--- src/rtl/soc_onchip_mem_arbiter_if.sv ---
// Avalon-MM bundle between two requesters, the arbiter and a single-port 64-bit on-chip RAM.
// slave = arbiter view (serves requesters, drives RAM); master = requesters plus RAM.
interface soc_onchip_mem_arbiter_if;
    logic [13:0] r0_address;
    logic [7:0]  r0_byteenable;
    logic        r0_read;
    logic        r0_write;
    logic [63:0] r0_writedata;
    logic        r0_waitrequest;
    logic [63:0] r0_readdata;
    logic        r0_readdatavalid;

    logic [13:0] r1_address;
    logic [7:0]  r1_byteenable;
    logic        r1_read;
    logic        r1_write;
    logic [63:0] r1_writedata;
    logic        r1_waitrequest;
    logic [63:0] r1_readdata;
    logic        r1_readdatavalid;

    logic [13:0] m_address;
    logic [7:0]  m_byteenable;
    logic        m_chipselect;
    logic        m_write;
    logic [63:0] m_writedata;
    logic        m_clken;
    logic [63:0] m_readdata;

    modport slave (
        input  r0_address, r0_byteenable, r0_read, r0_write, r0_writedata,
        output r0_waitrequest, r0_readdata, r0_readdatavalid,
        input  r1_address, r1_byteenable, r1_read, r1_write, r1_writedata,
        output r1_waitrequest, r1_readdata, r1_readdatavalid,
        output m_address, m_byteenable, m_chipselect, m_write, m_writedata, m_clken,
        input  m_readdata
    );

    modport master (
        output r0_address, r0_byteenable, r0_read, r0_write, r0_writedata,
        input  r0_waitrequest, r0_readdata, r0_readdatavalid,
        output r1_address, r1_byteenable, r1_read, r1_write, r1_writedata,
        input  r1_waitrequest, r1_readdata, r1_readdatavalid,
        input  m_address, m_byteenable, m_chipselect, m_write, m_writedata, m_clken,
        output m_readdata
    );
endinterface

--- src/rtl/soc_onchip_mem_arbiter.sv ---
// Two-requester arbiter for a single-port 64-bit on-chip RAM; round-robin, or fixed r0 priority with MEM_ARB_FIXED_PRIO_EN.
// Latency: grant same cycle, read data returned exactly 1 cycle after acceptance.
// Backpressure: losing/frozen requesters see waitrequest=1; out-of-range accesses are accepted but never reach the RAM.
module soc_onchip_mem_arbiter #(
    parameter int unsigned DEPTH    = 12500,
    parameter logic [63:0] ERR_DATA = 64'hDEAD_BEEF_DEAD_BEEF
) (
    input  logic                          clk,
    input  logic                          reset_n,
    input  logic                          freeze,
    soc_onchip_mem_arbiter_if.slave       bus
);

    logic        req0, req1;
    logic        gnt0, gnt1, gnt_any;
    logic        sel_write, in_range;
    logic [13:0] sel_addr;
    logic        rd_pend, rd_tag, rd_err;
    logic [63:0] rd_data, r0_hold, r1_hold;

    assign req0 = bus.r0_read | bus.r0_write;
    assign req1 = bus.r1_read | bus.r1_write;

`ifdef MEM_ARB_FIXED_PRIO_EN
    always_comb begin
        gnt0 = 1'b0;
        gnt1 = 1'b0;
        if (reset_n && !freeze) begin
            gnt0 = req0;
            gnt1 = req1 & ~req0;
        end
    end
`else
    logic last_gnt;

    // On a conflict, the requester that did not win most recently gets the grant.
    always_comb begin
        gnt0 = 1'b0;
        gnt1 = 1'b0;
        if (reset_n && !freeze) begin
            if (req0 && req1) begin
                gnt0 = last_gnt;
                gnt1 = ~last_gnt;
            end else begin
                gnt0 = req0;
                gnt1 = req1;
            end
        end
    end

    always_ff @(posedge clk or negedge reset_n) begin
        if (!reset_n) begin
            last_gnt <= 1'b1;
        end else if (gnt_any) begin
            last_gnt <= gnt1;
        end
    end
`endif

    assign gnt_any   = gnt0 | gnt1;
    assign sel_addr  = gnt1 ? bus.r1_address : bus.r0_address;
    assign sel_write = gnt1 ? bus.r1_write   : bus.r0_write;
    assign in_range  = 32'(sel_addr) < DEPTH;

    assign bus.m_address    = sel_addr;
    assign bus.m_writedata  = gnt1 ? bus.r1_writedata : bus.r0_writedata;
    assign bus.m_byteenable = !sel_write ? 8'hFF : (gnt1 ? bus.r1_byteenable : bus.r0_byteenable);
    assign bus.m_chipselect = gnt_any & in_range;
    assign bus.m_write      = gnt_any & in_range & sel_write;
    assign bus.m_clken      = 1'b1;

    assign bus.r0_waitrequest = req0 & ~gnt0;
    assign bus.r1_waitrequest = req1 & ~gnt1;

    // Tag/error are captured every cycle; only rd_pend decides whether they matter.
    always_ff @(posedge clk or negedge reset_n) begin
        if (!reset_n) begin
            rd_pend <= 1'b0;
            rd_tag  <= 1'b0;
            rd_err  <= 1'b0;
        end else begin
            rd_pend <= gnt_any & ~sel_write;
            rd_tag  <= gnt1;
            rd_err  <= ~in_range;
        end
    end

    assign rd_data = rd_err ? ERR_DATA : bus.m_readdata;

    assign bus.r0_readdatavalid = rd_pend & ~rd_tag;
    assign bus.r1_readdatavalid = rd_pend &  rd_tag;
    assign bus.r0_readdata      = bus.r0_readdatavalid ? rd_data : r0_hold;
    assign bus.r1_readdata      = bus.r1_readdatavalid ? rd_data : r1_hold;

    // RAM data is only valid in the return cycle, so keep a copy for the idle cycles.
    always_ff @(posedge clk or negedge reset_n) begin
        if (!reset_n) begin
            r0_hold <= 64'h0;
            r1_hold <= 64'h0;
        end else begin
            if (bus.r0_readdatavalid) r0_hold <= rd_data;
            if (bus.r1_readdatavalid) r1_hold <= rd_data;
        end
    end

endmodule
--- src/flat_wrapper.sv ---
// flat-port wrapper written by rule: the top's interface ports become plain ports
module soc_onchip_mem_arbiter_flat 
#(
    parameter int unsigned DEPTH    = 12500,
    parameter logic [63:0] ERR_DATA = 64'hDEAD_BEEF_DEAD_BEEF
)
  (clk, reset_n, freeze, bus_r0_address, bus_r0_byteenable, bus_r0_read, bus_r0_write, bus_r0_writedata, bus_r0_waitrequest, bus_r0_readdata, bus_r0_readdatavalid, bus_r1_address, bus_r1_byteenable, bus_r1_read, bus_r1_write, bus_r1_writedata, bus_r1_waitrequest, bus_r1_readdata, bus_r1_readdatavalid, bus_m_address, bus_m_byteenable, bus_m_chipselect, bus_m_write, bus_m_writedata, bus_m_clken, bus_m_readdata);
  soc_onchip_mem_arbiter_if bus_i ();
  input  logic clk;
  input  logic reset_n;
  input  logic freeze;
  input wire logic [$bits(bus_i.r0_address)-1:0] bus_r0_address;
  input wire logic [$bits(bus_i.r0_byteenable)-1:0] bus_r0_byteenable;
  input wire logic [$bits(bus_i.r0_read)-1:0] bus_r0_read;
  input wire logic [$bits(bus_i.r0_write)-1:0] bus_r0_write;
  input wire logic [$bits(bus_i.r0_writedata)-1:0] bus_r0_writedata;
  output wire logic [$bits(bus_i.r0_waitrequest)-1:0] bus_r0_waitrequest;
  output wire logic [$bits(bus_i.r0_readdata)-1:0] bus_r0_readdata;
  output wire logic [$bits(bus_i.r0_readdatavalid)-1:0] bus_r0_readdatavalid;
  input wire logic [$bits(bus_i.r1_address)-1:0] bus_r1_address;
  input wire logic [$bits(bus_i.r1_byteenable)-1:0] bus_r1_byteenable;
  input wire logic [$bits(bus_i.r1_read)-1:0] bus_r1_read;
  input wire logic [$bits(bus_i.r1_write)-1:0] bus_r1_write;
  input wire logic [$bits(bus_i.r1_writedata)-1:0] bus_r1_writedata;
  output wire logic [$bits(bus_i.r1_waitrequest)-1:0] bus_r1_waitrequest;
  output wire logic [$bits(bus_i.r1_readdata)-1:0] bus_r1_readdata;
  output wire logic [$bits(bus_i.r1_readdatavalid)-1:0] bus_r1_readdatavalid;
  output wire logic [$bits(bus_i.m_address)-1:0] bus_m_address;
  output wire logic [$bits(bus_i.m_byteenable)-1:0] bus_m_byteenable;
  output wire logic [$bits(bus_i.m_chipselect)-1:0] bus_m_chipselect;
  output wire logic [$bits(bus_i.m_write)-1:0] bus_m_write;
  output wire logic [$bits(bus_i.m_writedata)-1:0] bus_m_writedata;
  output wire logic [$bits(bus_i.m_clken)-1:0] bus_m_clken;
  input wire logic [$bits(bus_i.m_readdata)-1:0] bus_m_readdata;
  assign bus_i.r0_address = bus_r0_address;
  assign bus_i.r0_byteenable = bus_r0_byteenable;
  assign bus_i.r0_read = bus_r0_read;
  assign bus_i.r0_write = bus_r0_write;
  assign bus_i.r0_writedata = bus_r0_writedata;
  assign bus_r0_waitrequest = bus_i.r0_waitrequest;
  assign bus_r0_readdata = bus_i.r0_readdata;
  assign bus_r0_readdatavalid = bus_i.r0_readdatavalid;
  assign bus_i.r1_address = bus_r1_address;
  assign bus_i.r1_byteenable = bus_r1_byteenable;
  assign bus_i.r1_read = bus_r1_read;
  assign bus_i.r1_write = bus_r1_write;
  assign bus_i.r1_writedata = bus_r1_writedata;
  assign bus_r1_waitrequest = bus_i.r1_waitrequest;
  assign bus_r1_readdata = bus_i.r1_readdata;
  assign bus_r1_readdatavalid = bus_i.r1_readdatavalid;
  assign bus_m_address = bus_i.m_address;
  assign bus_m_byteenable = bus_i.m_byteenable;
  assign bus_m_chipselect = bus_i.m_chipselect;
  assign bus_m_write = bus_i.m_write;
  assign bus_m_writedata = bus_i.m_writedata;
  assign bus_m_clken = bus_i.m_clken;
  assign bus_i.m_readdata = bus_m_readdata;
  soc_onchip_mem_arbiter #(.DEPTH(DEPTH), .ERR_DATA(ERR_DATA)) u_core (.clk(clk), .reset_n(reset_n), .freeze(freeze), .bus(bus_i));
endmodule
--- config.mk ---
export PLATFORM = sky130hd
export DESIGN_NAME = soc_onchip_mem_arbiter_flat
export DESIGN_NICKNAME = d
export VERILOG_FILES = /design/src/rtl/soc_onchip_mem_arbiter_if.sv /design/src/rtl/soc_onchip_mem_arbiter.sv /design/src/flat_wrapper.sv
export SDC_FILE = /design/constraint.sdc
export NUM_CORES = 1
export LEC_CHECK = 0
export ABC_AREA = 0
export BUFFER_PORTS_ARGS = -buffer_cell sky130_fd_sc_hd__buf_2
export CORE_AREA = 5 5 178 180
export CTS_CLUSTER_SIZE = 20
export DETAILED_ROUTE_END_ITERATION = 8
export DIE_AREA = 0 0 183 185
export HOLD_SLACK_MARGIN = 0.05
export PLACE_DENSITY = 0.44
export SYNTH_ARGS = -nofsm -noshare
export SYNTH_HDL_FRONTEND = slang
export SYNTH_SLANG_ARGS = --single-unit
--- constraint.sdc ---
create_clock -name clk -period 1.85 [get_ports clk]
set_clock_uncertainty 0.1 [all_clocks]
set_input_delay 0.185 -clock clk [delete_from_list [all_inputs] [get_ports clk]]
set_output_delay 0.185 -clock clk [all_outputs]
set_load 0.1 [all_outputs]
==> metrics.csv, run 1 <==
stage;metric;value;unit
run_status;failed_checks;negative setup slack;
cells_and_area;final_cells;1748;
pwr;p_sw_share;50.87;%
synth;synth_top_area_share;53.53;%
critical_path;crit_type;reg -> out;
critical_path;cp_max_fo;27;
synth;ys_types;28;
synth;yosysSeqAreaShare;53.96;%
grt;track_usage;21.94;%
floorplan;core;30030;µm²
timing;postLayoutSetupSlackWorst;-0.4958;ns
clock_network;cts_buffer_depth;2;
timing;rsz0062_at_grt;true;
timing;hold_violations;0;
critical_path;crit_arrival;2.06;ns
pwr;powerDensity;1272;nW/µm²
synth;synth_nets;877;
cells_and_area;area_delta_synth_final;207.5;%
pwr;switchingPower;12.19;mW
timing;fin_crit_sh;126.8;%
clock_network;path_clk_slew;0.07;ns
synth;yosys_warnings;0;
critical_path;max_stage_delay;0.54;ns
synth;synth_area_leaders;dfrtp_1, mux2_2, o21ai_0;
pwr;clkPwrFrac;13.9;%
cells_and_area;nFillCells;2234;
synth;ys_ff_latch;132;
clock_network;cts_root_buf;clkbuf_16;
cells_and_area;layout-drive-gt1-share;79.87;%
placement;dp.cells;1502;
critical_path;path_cells;o21ai_2, and3_4, buf_12, buf_12, mux2_4, buf_12;
grt;grt_pass1_vias;8598;
floorplan;ios;464;
critical_path;cp-end-kind;output pin;
timing;min_period;2.346;ns
grt;grt_overflow;0;
critical_path;start_kind;flop;
drt;drc;0;
drt;wl;38500;µm
critical_path;cp.required;1.56;ns
clock_network;cts_num_sinks;132;
floorplan;die_h;185;µm
pwr;leakage;8.574;nW
timing;relSlewSlack;58.39;%
drt;antenna_left;0;
timing;slew_viol_final;0;
pwr;seq_power_share;17.1;%
cells_and_area;final_core_util;62.71;%
timing;hold_ws;0.09568;ns
pwr;ir_drop;633.4;µV
grt;grt_pass1_wl;55400;µm
grt;grt_max_degree;96;
cells_and_area;multi_input_area;5379;µm²
run;max_cap_violations;0;
clock_network;h-tree-depth;4;
grt;antenna_found_initial;10;
drt;wl_per_cell;22.03;µm
critical_path;path_common_cell;buf_12;
floorplan;rows;64;
drt;drt_iter0_markers;272;
synth;synth.cell_area;6123;µm²
clock_network;clock_latency;0.41;ns
pwr;p_int;11.77;mW
clock_network;cts_tree;built;
timing;final-setup-viol-count;219;
timing;fmax;426.3;MHz
synth;syn_inst;634;
timing;setup_tns;-68.67;ns
floorplan;die_area;33860;µm²
floorplan;dieWidth;183;µm
drt;num_vias;7609;
run_status;status;finished with violations;
timing;tightest_slew;0.6241;ns
cells_and_area;register_area;3309;µm²
critical_path;cp_slowest_cell;dfstp_2;
placement;port_buffers;462;
cells_and_area;final_nets;1576;
hold_path;hold_class;in -> reg;
placement;post-dp-hpwl;27020;µm
placement;gp_congestion;0.8889;
pwr;power_frac_comb;69.0;%
synth;synth.largest_area_cell;dfrtp_1;
synth;synth_area_per_cell;9.658;µm²
drt;avgViaCountPerCell;4.353;
floorplan;initial_core_util;20.39;%
clock_network;cts_buffers;17;
drt;drt_pass1_iterations;5;
==> metal layers <==
| metal | vias up | part of all wire (%) | global-route usage, % |
|---|---|---|---|
| li1 | 3565 | - | - |
| met1 | 3751 | 37 | 24.51 |
| met2 | 257 | 54 | 39.87 |
| met3 | 34 | 6.8 | 6.913 |
| met4 | 2 | 2.0 | 6.853 |
| met5 | - | 0.034 | 0 |
==> cell usage after synthesis <==
library cell  number
o31ai_1            1
conb_1             1
o211ai_1           2
nor2_1            51
buf_6              2
a31oi_1            9
mux2i_1            1
nor4_1             2
dfrtp_1          131
nor3b_1            8
o21ai_0          132
buf_2             10
a32o_1             1
nor3_2             1
mux2_2            78
buf_4              1
nor2b_1            2
dfstp_2            1
nand2_1          130
o21a_1             1
and2_0             1
and3_1             1
or2_1              1
nand2b_1          17
a21o_1             1
inv_1             10
clkbuf_1          36
nor3_1             2
==> worst paths after layout <==
path | startpoint | to | slack, ns | cells past startpoint
setup / recovery | u_core.last_gnt | bus_m_writedata[46] | -0.50 | 6
hold / removal | bus_m_readdata[45] | u_core.r1_hold[45] | 0.1 | 4
setup reg to reg | u_core.rd_err | u_core.r0_hold[44] | 0.10 | 7
hold reg to reg | u_core.r1_hold[12] | u_core.r1_hold[12] | 0.40 | 2
max in group asynchronous | reset_n | u_core.r0_hold[33] | 0.68 | 4
min in group asynchronous | reset_n | u_core.r1_hold[61] | 0.49 | 4
==> flip-flops by register name (all words and copies together), names as in the netlist <==
name / flops
u_core.rd_pend: 1
u_core.r0_hold: 64
u_core.last_gnt: 1
u_core.r1_hold: 64
u_core.rd_err: 1
u_core.rd_tag: 1
==> cell families after synthesis <==
logic type	share of synthesized area [%]
other cells	0.06124
simple gates	14.86
buf+inv	4.128
flops	53.96
mux	14.51
compound gates	12.48
==> power by group through the flow <==
stage / registers, mW / logic, mW / clock network [mW]
final: 4.09 / 16.5 / 3.34
after global routing: 4.16 / 17.0 / 3.58
after CTS: 3.96 / 16.3 / 3.43
after detailed placement: 3.92 / 15.1 / 0
after global placement: 3.89 / 15.0 / 0
after floorplan: 3.87 / 9.70 / 0
==> worst max-delay path: cells and delay by family, from the launching register on <==
kind | cells | cell delay (ns)
flops | 1 | 0.54
simple gates | 1 | 0.19
compound gates | 1 | 0.06
mux | 1 | 0.32
buf+inv | 3 | 0.52
==> cell usage in the layout (no fill, tap or decap), types with 17 or more instances in the layout <==
master           n
buf_16          24
buf_2          241
buf_4           92
buf_8           18
o21ai_4        128
mux2_4          72
buf_6           43
dlygate4sd3_1   55
nand2_2         24
dfrtp_1        129
clkbuf_16       22
nand2b_4        17
buf_12         251
nand2_1         59
nor2_4          48
nand2_4         46
==> timing repair <==
| item | in CTS | in global routing |
|---|---|---|
| resized for setup | 308 | 113 |
| gates cloned | 27 | 5 |
| endpoints found under the hold margin | 209 | 0 |
| pin swaps | 162 | 81 |
| hold buffers | 55 | 0 |
| setup endpoints to repair | 219 | 220 |
| buffers inserted | 108 | 37 |
==> through the flow <==
step / instance area (µm²) / power, mW / setup slack, ns
after detailed placement: 14540 / 18.98 / -0.1436
after global routing: 18830 / 24.71 / -0.5565
after floorplan: 8023 / 13.57 / -0.4582
final: 18830 / 23.96 / -0.4958
after global placement: 14540 / 18.89 / -0.1628
after CTS: 18410 / 23.69 / -0.5668
==> cell type report <==
| cell class | count | area share, % |
|---|---|---|
| Timing Repair Buffer | 729 | 47.86 |
| Sequential cell | 132 | 17.57 |
| Multi-Input combinational cell | 443 | 28.56 |
| Clock inverter | 14 | 0.7641 |
| Tap cell | 396 | 2.631 |
| Clock buffer | 18 | 2.279 |
| Antenna cell | 6 | 0.07973 |
| Inverter | 10 | 0.2458 |
(Power assumes the default switching activity.)
==> run 2: changes to the inputs <==
--- a/config.mk
+++ b/config.mk
@@ -8,6 +8,7 @@
 export ABC_AREA = 0
 export BUFFER_PORTS_ARGS = -buffer_cell sky130_fd_sc_hd__buf_2
 export CORE_AREA = 5 5 178 180
+export CTS_BUF_LIST = sky130_fd_sc_hd__clkbuf_16
 export CTS_CLUSTER_SIZE = 20
 export DETAILED_ROUTE_END_ITERATION = 8
 export DIE_AREA = 0 0 183 185
==> metrics.csv, run 2 (same netlist as run 1, synthesis figures left out) <==
stage;metric;value;unit
critical_path;reg2regPathDepth;7;
critical_path;crit_cells;6;
clock_network;clock_latency;0.41;ns
pwr;p_sw_share;50.89;%
clock_network;cts_tree;built;
drt;wl_per_cell;22.03;µm
critical_path;crit_arrival;2.06;ns
cells_and_area;largestRegisters;u_core.r0_hold: 64 flops, u_core.r1_hold: 64 flops;
placement;dp_slack;-0.1436;ns
pwr;switchingPower;12.19;mW
timing;rsz0062_at_grt;true;
placement;gp_congestion;0.8889;
placement;port_buffers;462;
pwr;p_int;11.76;mW
critical_path;setup.worst_path.end;bus_m_writedata[46];
critical_path;cp-end-kind;output pin;
timing;postLayoutSetupSlackWorst;-0.4958;ns
hold_path;hold_class;in -> reg;
critical_path;crit_type;reg -> out;
timing;final-setup-viol-count;219;
run_status;status;finished with violations;
critical_path;path_buf_inv;3;
critical_path;startpoint;u_core.last_gnt;
run;max_cap_violations;0;
drt;drc;0;
drt;avgViaCountPerCell;4.356;
critical_path;max_stage_delay;0.54;ns
run_status;failed_checks;negative setup slack;
grt;grt_pass1_wl;55400;µm
floorplan;core;30030;µm²
timing;fin_crit_sh;126.8;%
drt;antenna_left;0;
timing;hold_violations;0;
critical_path;cp_max_fo;27;
critical_path;cp_slowest_cell;dfstp_2;
floorplan;rows;64;
timing;slew_viol_final;0;
critical_path;worstReg2RegStart;u_core.rd_err;
cells_and_area;mostFrequentLayoutCells;buf_12, buf_2, dfrtp_1;
timing;tightest_slew;0.6264;ns
floorplan;initial_core_util;20.39;%
cells_and_area;nFillCells;2234;
clock_network;cts_buffers;17;
cells_and_area;final_common_cell;buf_12;
timing;setup_tns;-68.68;ns
pwr;powerDensity;1272;nW/µm²
drt;wl;38510;µm
critical_path;start_kind;flop;
cells_and_area;layout-drive-gt1-share;79.87;%
timing;min_period;2.346;ns
floorplan;die_h;185;µm
drt;drt_pass1_iterations;5;
grt;track_usage;21.94;%
cells_and_area;register_area;3309;µm²
critical_path;r2r-end;u_core.r0_hold[44];
drt;num_vias;7614;
floorplan;dieWidth;183;µm
critical_path;critPathTopFamily;flip-flops;
clock_network;cts_root_buf;clkbuf_16;
clock_network;h-tree-depth;4;
grt;antenna_found_initial;10;
critical_path;path_common_cell;buf_12;
cells_and_area;area_delta_synth_final;207.5;%
grt;grt_pass1_vias;8598;
clock_network;cts_num_sinks;132;
critical_path;cp.required;1.56;ns
grt;grt_max_degree;96;
clock_network;path_clk_slew;0.07;ns
pwr;clkPwrFrac;13.9;%
placement;post-dp-hpwl;27020;µm
pwr;leakage;8.578;nW
pwr;seq_power_share;17.1;%
pwr;power_frac_comb;69.0;%
drt;drt_iter0_markers;272;
grt;grt_overflow;0;
floorplan;ios;464;
pwr;ir_drop;633.5;µV
cells_and_area;multi_input_area;5379;µm²
critical_path;r2r_slack;0.10;ns
clock_network;cts_buffer_depth;2;
cells_and_area;final_nets;1576;
timing;relSlewSlack;58.24;%
critical_path;path_cells;o21ai_2, and3_4, buf_12, buf_12, mux2_4, buf_12;
timing;fmax;426.3;MHz
floorplan;die_area;33860;µm²
## run 2: stage by stage
stage	power, mW	hold slack (ns)	cell area (µm²)	util, %	std cells
after floorplan	13.57	-0.2106	8023	-	634
after global placement	18.89	0.3324	14540	48.41	1502
after detailed placement	18.98	0.3031	14540	48.41	1502
after CTS	23.69	0.07286	18410	61.30	1721
after global routing	24.70	0.08428	18830	62.71	1748
final	23.95	0.09564	18830	62.71	1748
## run 2: worst min-delay path by stage
stage,start,to,slack (ns),cells past startpoint
4_1_cts,bus_m_readdata[61],u_core.r0_hold[61],0.07,4
6_report,bus_m_readdata[45],u_core.r1_hold[45],0.1,4
3_3_place_gp,reset_n,u_core.r0_hold[61],0.33,3
5_1_grt,bus_m_readdata[45],u_core.r0_hold[45],0.08,4
3_5_place_dp,reset_n,u_core.r1_hold[16],0.30,3
2_1_floorplan,reset_n,u_core.r0_hold[0],-0.21,0
## run 2: worst reg2reg max path: stages (launching register included)
cell and delay, ns:
dfrtp_4 0.59, buf_12 0.20, buf_16 0.14, buf_8 0.13, nor2_4 0.16, o21ai_4 0.08, buf_4 0.13, buf_4 0.12
## run 2: cell type report
class,count,area share (%)
Antenna cell,6,0.07973
Clock buffer,17,2.259
Clock inverter,15,0.7841
Inverter,10,0.2458
Multi-Input combinational cell,443,28.56
Sequential cell,132,17.57
Tap cell,396,2.631
Timing Repair Buffer,729,47.86
## run 2: power groups by stage
stage               Sequential (mW)  Clock [mW]  Combinational, mW
detailed placement             3.92           0               15.1
CTS                            3.96        3.43               16.3
floorplan                      3.87           0               9.70
global placement               3.89           0               15.0
finish                         4.09        3.33               16.5
global route                   4.16        3.58               17.0
## run 2: timing repair
action                                  in CTS  in global routing
hold buffers                                55                  0
buffers inserted                           108                 37
pin swaps                                  162                 81
endpoints found under the hold margin      209                  0
gates cloned                                27                  5
endpoints found under the setup margin     219                220
gates resized for setup                    308                113
## run 2: per-layer routing
metal | track usage, % | routed length (µm) | up-vias
met3 | 6.913 | 2614 | 34
met5 | 0 | 13 | -
met4 | 6.853 | 789 | 2
met2 | 39.87 | 20800 | 259
met1 | 24.51 | 14290 | 3754
li1 | - | - | 3565
==> run 3: changes to the inputs <==
--- a/config.mk
+++ b/config.mk
@@ -14,6 +14,7 @@
 export DIE_AREA = 0 0 183 185
 export HOLD_SLACK_MARGIN = 0.05
 export PLACE_DENSITY = 0.44
+export SETUP_SLACK_MARGIN = 0.1
 export SYNTH_ARGS = -nofsm -noshare
 export SYNTH_HDL_FRONTEND = slang
 export SYNTH_SLANG_ARGS = --single-unit
==> metrics.csv, run 3 (same netlist as run 1, synthesis figures left out) <==
stage;metric;value;unit
timing;final-setup-viol-count;219;
clock_network;cts_tree;built;
grt;grt_max_degree;52;
cells_and_area;fin_area;19260;µm²
cells_and_area;final_core_util;64.15;%
timing;slew_viol_final;0;
grt;grt_pass1_vias;8605;
critical_path;path_buf_inv;4;
drt;wl;43650;µm
timing;rsz0062_at_grt;true;
pwr;leakage;8.730;nW
critical_path;start_kind;flop;
drt;wl_per_cell;24.93;µm
cells_and_area;area_delta_synth_final;214.6;%
drt;avgViaCountPerCell;4.495;
placement;port_buffers;462;
floorplan;die_area;33860;µm²
timing;fmax;427.9;MHz
grt;track_usage;24.64;%
drt;antenna_left;0;
run;max_cap_violations;0;
grt;grt_overflow;0;
grt;antenna_found_initial;15;
clock_network;cts_buffers;17;
cells_and_area;final_common_cell;buf_12;
timing;hold_violations;0;
floorplan;die_h;185;µm
cells_and_area;mostFrequentLayoutCells;buf_12, buf_2, dfrtp_1;
placement;place_area;14260;µm²
drt;drc;0;
cells_and_area;layout-drive-gt1-share;81.31;%
timing;postLayoutSetupSlackWorst;-0.4872;ns
clock_network;cts_root_buf;clkbuf_16;
clock_network;h-tree-depth;4;
clock_network;path_clk_slew;0.07;ns
pwr;total_power;24.17;mW
clock_network;clock_latency;0.41;ns
run_status;failed_checks;negative setup slack;
drt;num_vias;7871;
drt;drt_pass1_iterations;4;
timing;setup_tns;-72.96;ns
placement;dp_slack;-0.2237;ns
critical_path;critPathTopFamily;buffers and inverters;
timing;fin_crit_sh;126.3;%
placement;post-dp-hpwl;30280;µm
timing;min_period;2.337;ns
critical_path;cp-end-kind;output pin;
timing;relSlewSlack;58.60;%
critical_path;crit_arrival;2.05;ns
critical_path;crit_type;reg -> out;
run_status;status;finished with violations;
grt;grt_pass1_wl;60690;µm
critical_path;cp_max_fo;13;
hold_path;hold_class;in -> reg;
clock_network;cts_num_sinks;132;
timing;tightest_slew;0.6209;ns
cells_and_area;final_nets;1578;
floorplan;dieWidth;183;µm
critical_path;max_stage_delay;0.53;ns
floorplan;core;30030;µm²
drt;drt_iter0_markers;230;
floorplan;initial_core_util;20.39;%
critical_path;cp_slowest_cell;dfstp_2;
floorplan;ios;464;
clock_network;cts_buffer_depth;2;
critical_path;path_common_cell;buf_12;
placement;gp_congestion;0.9861;
floorplan;rows;64;
pwr;powerDensity;1255;nW/µm²
pwr;ir_drop;606.8;µV
critical_path;cp.required;1.56;ns
critical_path;path_cells;o21ai_2, and3_4, buf_12, buf_12, nor3b_2, buf_4, a31oi_4, buf_12;
cells_and_area;largestRegisters;u_core.r0_hold: 64 flops, u_core.r1_hold: 64 flops;
-- run 3: changes by cell type in the layout (fill, tap and decap cells not counted), sizes merged --
cell / change
clkinvlp: +5
diode: +1
clkinv: -3
clkbuf: -2
inv: -2
dlygate4sd3: +4
-- run 3: worst paths after layout --
| path | start | endpoint | slack, ns | cells after the start |
|---|---|---|---|---|
| max | u_core.last_gnt | bus_m_byteenable[0] | -0.49 | 8 |
| min | bus_m_readdata[18] | u_core.r1_hold[18] | 0.09 | 4 |
| max reg2reg | u_core.rd_pend | u_core.r1_hold[62] | 0.13 | 10 |
| min reg2reg | u_core.r1_hold[41] | u_core.r1_hold[41] | 0.41 | 2 |
| max in group asynchronous | reset_n | u_core.r1_hold[15] | 0.39 | 4 |
| min in group asynchronous | reset_n | u_core.r1_hold[2] | 0.35 | 3 |
-- run 3: repair_timing --
item | 4_1_cts | 5_1_grt
endpoints found under the setup margin | 220 | 272
gates cloned | 40 | 3
endpoints found under the hold margin | 137 | 0
gates resized for setup | 390 | 112
buffers inserted | 78 | 53
pin swaps | 100 | 96
hold buffers | 59 | 0
-- run 3: report_power, final --
group	leakage [nW]	switching, mW	internal [mW]
clock	0.267	1.40	1.86
combinational	6.91	10.4	6.30
sequential	1.56	0.497	3.68
total	8.73	12.3	11.8
-- run 3: final cells by class --
class / instances / area (µm²)
antenna: 7 / 17.52
clock buffer: 17 / 425.4
inverter: 10 / 43.79
sequential: 132 / 3308
timing repair buffer: 731 / 9269
fill: 2174 / 10770
tap: 396 / 495.5
multi-input combinational: 443 / 5568
clock inverter: 15 / 135.1
-- run 3: metrics by stage --
step,instances,hold WS [ns]
final,1751,0.09211
after global routing,1746,0.08914
after CTS,1704,0.07527
after detailed placement,1498,0.2391
after global placement,1498,0.2460
after floorplan,634,-0.2106
-- run 3: routing by layer --
layer | part of all wire (%) | track usage (%) | routed length (µm) | vias up
li1 | - | - | - | 3585
met1 | 38 | 28.30 | 16510 | 3915
met2 | 53 | 44.94 | 22950 | 309
met3 | 6.4 | 6.756 | 2796 | 62
met4 | 3.2 | 7.002 | 1393 | 0
met5 | 0 | 0 | 0 | -
-- run 3: worst min-delay path: stages --
cell,delay [ns]
buf_2,0.10
nor2_1,0.07
buf_4,0.14
o21ai_4,0.06
